### src/rtl/ysyx_22040750_pkg.sv
// Shared definitions for the instruction fetch unit: FSM encodings,
// reset defaults and fault bit positions.
package ysyx_22040750_pkg;

  typedef enum logic [1:0] {
    S_REQ = 2'd0,
    S_RSP = 2'd1,
    S_OUT = 2'd2,
    S_NPC = 2'd3
  } ifu_state_t;

  localparam logic [31:0] RESET_PC_DEF = 32'h8000_0000;
  localparam logic [31:0] NOP_INST_DEF = 32'h0000_0013;

  // Bit positions inside the 2-bit fault vector {misaligned, bus_err}
  localparam int FAULT_BUS_ERR  = 0;
  localparam int FAULT_MISALIGN = 1;

  function automatic logic is_misaligned(input logic [31:0] addr);
    return addr[1:0] != 2'b00;
  endfunction

endpackage

### src/rtl/ysyx_22040750_imem_align.sv
// Picks the 32-bit instruction out of a 64-bit memory doubleword and
// substitutes a NOP when the bus reported an error.
module ysyx_22040750_imem_align
  import ysyx_22040750_pkg::*;
#(
  parameter logic [31:0] NOP_INST = NOP_INST_DEF
) (
  input  logic        word_sel,
  input  logic [63:0] rdata,
  input  logic        err,
  output logic [31:0] inst
);

  // Upper word for pc[2]=1, lower otherwise; errors always yield the NOP
  always_comb begin
    inst = word_sel ? rdata[63:32] : rdata[31:0];
    if (err) begin
      inst = NOP_INST;
    end
  end

endmodule

### src/rtl/ysyx_22040750_ifu.sv
// Instruction fetch unit. Owns the architectural PC, fetches one
// instruction at a time over the imem port and presents pc/snpc/inst to
// IF/ID; the next fetch waits for dnpc from the next-PC generator.
//
// Handshakes: every port uses valid/ready; a transfer happens on a rising
// clock edge where both valid and ready are high. The IFU's valid/ready
// outputs are decoded from the FSM state only, so no input reaches an
// output combinationally.
module ysyx_22040750_ifu
  import ysyx_22040750_pkg::*;
#(
  parameter logic [31:0] RESET_PC = RESET_PC_DEF,
  parameter logic [31:0] NOP_INST = NOP_INST_DEF
) (
  input  logic        I_clk,
  input  logic        I_rst,
  input  logic        I_dnpc_valid,
  output logic        O_dnpc_ready,
  input  logic [31:0] I_dnpc,
  output logic        O_imem_req_valid,
  input  logic        I_imem_req_ready,
  output logic [31:0] O_imem_addr,
  input  logic        I_imem_rsp_valid,
  output logic        O_imem_rsp_ready,
  input  logic [63:0] I_imem_rdata,
  input  logic        I_imem_rsp_err,
  output logic        O_IF_ID_valid,
  input  logic        I_IF_ID_ready,
  output logic [31:0] O_pc,
  output logic [31:0] O_snpc,
  output logic [31:0] O_inst,
  output logic [1:0]  O_fault,
  output logic [63:0] O_fetch_cnt
);

  ifu_state_t  state_q, state_d;
  logic [31:0] pc_q, snpc_q, inst_q;
  logic [1:0]  fault_q;
  logic [63:0] cnt_q;
  logic [31:0] aligned_inst;

  ysyx_22040750_imem_align #(
    .NOP_INST (NOP_INST)
  ) u_align (
    .word_sel (pc_q[2]),
    .rdata    (I_imem_rdata),
    .err      (I_imem_rsp_err),
    .inst     (aligned_inst)
  );

  // State register; reset always restarts with a fetch at RESET_PC
  always_ff @(posedge I_clk) begin
    if (I_rst) begin
      state_q <= S_REQ;
    end else begin
      state_q <= state_d;
    end
  end

  // Next-state logic; inputs not expected in the current state are ignored
  always_comb begin
    state_d = state_q;
    case (state_q)
      S_REQ: if (I_imem_req_ready) state_d = S_RSP;
      S_RSP: if (I_imem_rsp_valid) state_d = S_OUT;
      S_OUT: if (I_IF_ID_ready)    state_d = S_NPC;
      S_NPC: begin
        if (I_dnpc_valid) begin
          state_d = is_misaligned(I_dnpc) ? S_OUT : S_REQ;
        end
      end
      default: state_d = S_REQ;
    endcase
  end

  // PC, instruction, fault and handshake counter updates
  always_ff @(posedge I_clk) begin
    if (I_rst) begin
      pc_q    <= RESET_PC;
      snpc_q  <= RESET_PC + 32'd4;
      inst_q  <= NOP_INST;
      fault_q <= '0;
      cnt_q   <= '0;
    end else begin
      case (state_q)
        S_RSP: begin
          if (I_imem_rsp_valid) begin
            inst_q                 <= aligned_inst;
            fault_q[FAULT_BUS_ERR] <= I_imem_rsp_err;
          end
        end
        S_OUT: begin
          if (I_IF_ID_ready) begin
            cnt_q <= cnt_q + 64'd1;
          end
        end
        S_NPC: begin
          if (I_dnpc_valid) begin
            pc_q    <= I_dnpc;
            snpc_q  <= I_dnpc + 32'd4;
            fault_q <= '0;
            // A misaligned target is never fetched; present a NOP instead
            if (is_misaligned(I_dnpc)) begin
              fault_q[FAULT_MISALIGN] <= 1'b1;
              inst_q                  <= NOP_INST;
            end
          end
        end
        default: ;
      endcase
    end
  end

  assign O_imem_req_valid = (state_q == S_REQ);
  assign O_imem_rsp_ready = (state_q == S_RSP);
  assign O_IF_ID_valid    = (state_q == S_OUT);
  assign O_dnpc_ready     = (state_q == S_NPC);
  assign O_imem_addr      = {pc_q[31:3], 3'b000};
  assign O_pc             = pc_q;
  assign O_snpc           = snpc_q;
  assign O_inst           = inst_q;
  assign O_fault          = fault_q;
  assign O_fetch_cnt      = cnt_q;

endmodule

### config.mk
export PLATFORM = sky130hd
export DESIGN_NAME = ysyx_22040750_ifu
export DESIGN_NICKNAME = d
export VERILOG_FILES = /design/src/rtl/ysyx_22040750_pkg.sv /design/src/rtl/ysyx_22040750_imem_align.sv /design/src/rtl/ysyx_22040750_ifu.sv
export SDC_FILE = /design/constraint.sdc
export NUM_CORES = 1
export LEC_CHECK = 0
export ABC_AREA = 1
export BUFFER_PORTS_ARGS = -buffer_cell sky130_fd_sc_hd__clkbuf_2
export CAP_MARGIN = 20
export CORE_MARGIN = 4
export CORE_UTILIZATION = 25
export DETAILED_ROUTE_END_ITERATION = 12
export SLEW_MARGIN = 20
export SYNTH_ARGS = -nofsm -noshare
export SYNTH_HDL_FRONTEND = slang
export SYNTH_SLANG_ARGS = --single-unit
### constraint.sdc
create_clock -name I_clk -period 2.7 [get_ports I_clk]
set_clock_uncertainty 0.2 [all_clocks]
set_input_delay 0.54 -clock I_clk [delete_from_list [all_inputs] [get_ports I_clk]]
set_output_delay 0.54 -clock I_clk [all_outputs]
set_load 0.02 [all_outputs]
Word level (Yosys, flattened, before mapping)
Index checks and enable logic that the tools add are counted.
{"block": "classes", "addsub": 2, "n_mul": 0, "n_div": 0, "magnitude_cmp": 0, "eq_ne": 8, "n_shift": 0, "mux": 16, "bitwise_logic": 0, "reduce_logical": 8}
{"op": "32-bit two-way mux", "count": 5}
{"op": "64-bit by 1-bit adder with 64-bit output (second input constant)", "count": 1}
{"op": "32-bit case mux with 2 select lines", "count": 1}
{"op": "32-bit by 3-bit adder with 32-bit output (second input constant)", "count": 1}
{"op": "2-bit two-way mux", "count": 5}
{"op": "2-bit case mux with 4 select lines", "count": 1}
{"op": "4-bit AND reduction", "count": 2}
{"op": "2-bit by 1-bit inequality test with 1-bit output (second input constant)", "count": 3}
{"op": "2-bit equality test (second input constant)", "count": 2}
{"op": "2-bit inequality test (second input constant)", "count": 2}
{"op": "2-bit AND reduction", "count": 2}
{"op": "2-bit nonzero test", "count": 2}
{"op": "1-bit two-way mux", "count": 3}
{"op": "3-bit AND reduction", "count": 1}
{"op": "2-bit by 1-bit equality test with 1-bit output (second input constant)", "count": 1}
{"op": "2-bit logical NOT", "count": 1}
{"op": "1-bit case mux with 2 select lines", "count": 1}
{"block": "word_totals", "reg_bits": 164, "latch_bits": 0, "mem_bits_rw": 0, "mem_bits_ro": 0, "in_bits": 103, "output_inout_bits": 198, "wordCells": 41, "n_memories": 0}

Longest topological paths before layout
{"block": "logic_depth", "depth_word": 4, "mapped_depth": 12}

Hierarchy
From an unflattened synthesis, not the netlist that was laid out.
{"block": "hier_totals", "cells_unflattened": 1426, "hier_area_um2": 9086.2}
{"module": "ysyx_22040750_ifu", "instances": 1, "cells_per_inst": 1260, "area_per_inst_um2": 8403.1}
{"module": "ysyx_22040750_imem_align", "instances": 1, "cells_per_inst": 166, "area_per_inst_um2": 683.2}

Worst setup path after synthesis
Ideal clock, no wire load.
{"block": "synth_path", "kind": "register to register", "from": "reg cnt_q[1], in the netlist O_fetch_cnt[1]", "to": "reg cnt_q[26], in the netlist O_fetch_cnt[26]", "setup_ns": 0.115, "t_arrival_ns": 1.577, "required_time_ns": 2.385, "setup_slack_ns": 0.808, "path_stages_with_launch": 11, "path_buffers": 0, "period_less_slack_ns": 1.892, "cell_sequence": "dfxtp_1 ha_1 nand3_1 nor2_4 nand2_2 nor2_4 inv_2 nor2_4 nand3_1 nand2_1 nor2_1"}
{"block": "synth_between", "elab_chain_len": 1}
{"item": "from (decl)", "line_no": "ysyx_22040750_ifu.sv:39", "rtl": "logic [63:0] cnt_q;"}
{"item": "from (signal assigned)", "line_no": "ysyx_22040750_ifu.sv:94", "rtl": "cnt_q <= cnt_q + 64'd1;"}
{"item": "64-bit by 1-bit adder with 64-bit output", "line_no": "ysyx_22040750_ifu.sv:94"}
Every way passes these cells.
A chain may end at the register's enable or synchronous reset.

Worst setup path after layout
{"block": "layout_path", "from": "reg cnt_q[16], in the netlist O_fetch_cnt[16]", "to": "reg cnt_q[55], in the netlist O_fetch_cnt[55]"}
Same word-level chain as after synthesis.

==> results.json <==
{
  "die_w_um": 195,
  "vias": 9638,
  "powerDensity_mw_per_mm2": 596,
  "tns_ns": 0,
  "routedWlPerCell_um": 15.0,
  "syn_avg_cell_area_um2": 6.37,
  "worst_pin_slew_ns": 0.904,
  "cp.arrival_ns": 2.24,
  "crit_path_end": "O_fetch_cnt[55]",
  "ys.flop_type": "dfxtp_1",
  "hp-class": "primary input to flip-flop",
  "hold_viol_final": 0,
  "initial_core_util_pct": 25.3,
  "crit_fanout": 5,
  "avgViaCountPerCell": 4.63,
  "hold_buffers": 0,
  "yosys.area.top_type": "dfxtp_1",
  "syn_inst": 1373,
  "drv_slew": 0,
  "finalSetupViolCount": 0,
  "ys_top_cells_by_area": "dfxtp_1 37%, nand2_1 18%, nor2_1 9.1%",
  "die_h_um": 195,
  "hpwlAfterDp_um": 24200,
  "core_area_mm2": 0.0345,
  "num_antenna_cells": 0,
  "timing.final.crit_period_ns": 2.10,
  "grt_remaining_overflow": 0,
  "synth_cell_type_count": 43,
  "antenna_found_initial": 0,
  "synth_top_area_share_pct": 37.1,
  "ant_nets": 0,
  "cts_tree": "yes",
  "r2r-start": "O_fetch_cnt[16]",
  "grtUsageTotal_pct": 16.1,
  "postCtsResizedCells": 0,
  "num_rows": 68,
  "synth_edf_count": 0,
  "ir_worst_vdd_v": 0.000428,
  "grt_pass1_vias": 9254,
  "ys_ff_latch": 162,
  "fmax_ghz": 0.476,
  "firstDrtPassIters": 5,
  "relSlewSlack_pct": 39.7,
  "clk_latency_ns": 0.44,
  "grt_pass1_wl_um": 49500,
  "drt_iter0_markers": 524,
  "grt_max_degree": 83,
  "gp_congestion": 0.913,
  "nets": 1720,
  "p_leak_nw": 4.95,
  "synth_warnings": 0,
  "fp.dieArea_mm2": 0.0381,
  "rsz0062_at_grt": "no",
  "cp-startpoint": "O_fetch_cnt[16]",
  "wirelength_um": 31300,
  "min_period_over_period_pct": 77.9,
  "synth_seq_area_share_pct": 37.1,
  "drv_cap": 0,
  "ff2ff_setup_slack_ns": 0.60,
  "drc": 0,
  "async_reset_ff_share_pct": 0,
  "drive_gt1_share_pct": 23.4,
  "cts_buffer_depth": 2,
  "numCtsBuffers": 17,
  "numPortBuffers": 297,
  "start_kind": "flip-flop",
  "status": "finished, final reports clean",
  "clockRootBuffer": "clkbuf_16",
  "rr_worst_depth": 8,
  "final-instance-count-excl-fill": 2083,
  "dp.cells": 2051,
  "h-tree-depth": 4,
  "syn_to_final_growth_pct": 25.8,
  "worstPathRequired_ns": 2.84,
  "fillers": 3857,
  "path_clk_slew_ns": 0.07,
  "io_pins": 301,
  "worstSetupEndpointType": "flip-flop",
  "cts.sinks": 162,
  "regToRegEndpoint": "O_fetch_cnt[55]",
  "cts_post_setup_buffers_inserted": 0,
  "syn-cell-area_mm2": 0.00875,
  "criticalPathCategory": "flip-flop to flip-flop"
}
[metal layers]
layer / part of all wire [%] / vias up / GRT usage [%] / routed length (um)
met3: 8.0 / 40 / 4.76 / 2500
li1: - / 4839 / - / -
met5: 0 / - / 0 / 0
met1: 42 / 4412 / 19.8 / 13300
met2: 48 / 347 / 27.6 / 15000
met4: 1.9 / 0 / 4.24 / 606
[per-stage QoR]
| step | instance area [um2] | utilization (%) | hold slack, ns | power [mW] | setup WS [ns] |
|---|---|---|---|---|---|
| after floorplan | 8760 | - | 0.304 | 3.68 | 0.808 |
| after global placement | 10400 | 30.2 | 0.250 | 4.11 | 0.463 |
| after detailed placement | 10400 | 30.2 | 0.254 | 4.12 | 0.471 |
| after CTS | 11000 | 31.9 | 0.109 | 6.65 | 0.614 |
| after global routing | 11000 | 31.9 | 0.129 | 6.89 | 0.433 |
| final | 11000 | 31.9 | 0.138 | 6.56 | 0.598 |
[cell usage after synthesis (all sizes together) (3+ instances only)]
cell type / instances
nand2: 422
a21oi: 111
nor3: 18
nor2: 230
or2: 5
xnor2: 4
a31oi: 8
nand3: 88
inv: 131
dfxtp: 162
clkbuf: 24
xor2: 6
o211ai: 10
nand4: 22
and2: 3
buf: 59
o21ai: 38
o21a: 13
nor4: 5
[cell usage in the layout (no fill, tap or decap), drive strengths merged, types with 4 or more instances in the layout]
cell and n:
nand2 422, clkbuf 314, nor2 230, dfxtp 162, inv 137, a21oi 111, nand3 88, o21ai 38
nand4 22, nor3 18, o21a 13, o211ai 10, a31oi 8, buf 8, xor2 6, or2 5
nor4 5, clkinv 5, xnor2 4
[layout make-up]
class                           count  area (um2)  area share (%)
Tap cell                          455         569            5.17
Inverter                          132         495            4.50
Clock inverter                     14         154            1.40
Timing Repair Buffer              304        1580            14.3
Clock buffer                       18         439            3.99
Sequential cell                   162        3240            29.5
Multi-Input combinational cell    998        4530            41.1
[registers in the layout, indices dropped and copies added (netlist names)]
signal and flops:
state_q 2, O_snpc 30, O_fetch_cnt 64, O_pc 32
O_fault 2, O_inst 32
[power by group]
group / switching (mW) / leakage [nW] / internal [mW]
registers: 0.113 / 1.31 / 2.55
clock network: 1.10 / 0.289 / 1.40
logic: 0.969 / 3.35 / 0.425
[worst min path at each step]
stage,cells after the start,slack (ns),endpoint,start
2_1_floorplan,2,0.30,state_q[0],state_q[0]
3_3_place_gp,2,0.25,O_fault[0],O_fault[0]
3_5_place_dp,2,0.25,O_fault[0],O_fault[0]
4_1_cts,3,0.11,O_pc[0],I_dnpc[0]
5_1_grt,3,0.13,O_pc[0],I_dnpc[0]
6_report,3,0.14,O_pc[0],I_dnpc[0]
[critical path: stages, from the launching register on]
cell and delay [ns]:
dfxtp_1 0.42, nand2_1 0.14, nor2_1 0.23, and2_1 0.24, nand3_1 0.26, nor2_2 0.28, nand3_1 0.10, nand2_1 0.08
nor2_1 0.04
[kinds of logic (layout without fill, tap and decap cells)]
kind of cell | Yosys count | after routing | share of synthesized area [%]
other cells | 1 | 3 | 0.0428
flops | 162 | 162 | 37.1
fa+ha+maj | 2 | 2 | 0.286
simple gates | 798 | 798 | 38.8
compound gates | 185 | 185 | 11.5
xor+xnor | 10 | 10 | 1.00
buf+inv | 215 | 468 | 11.3
No activity file was read; power rests on OpenSTA's default activity.
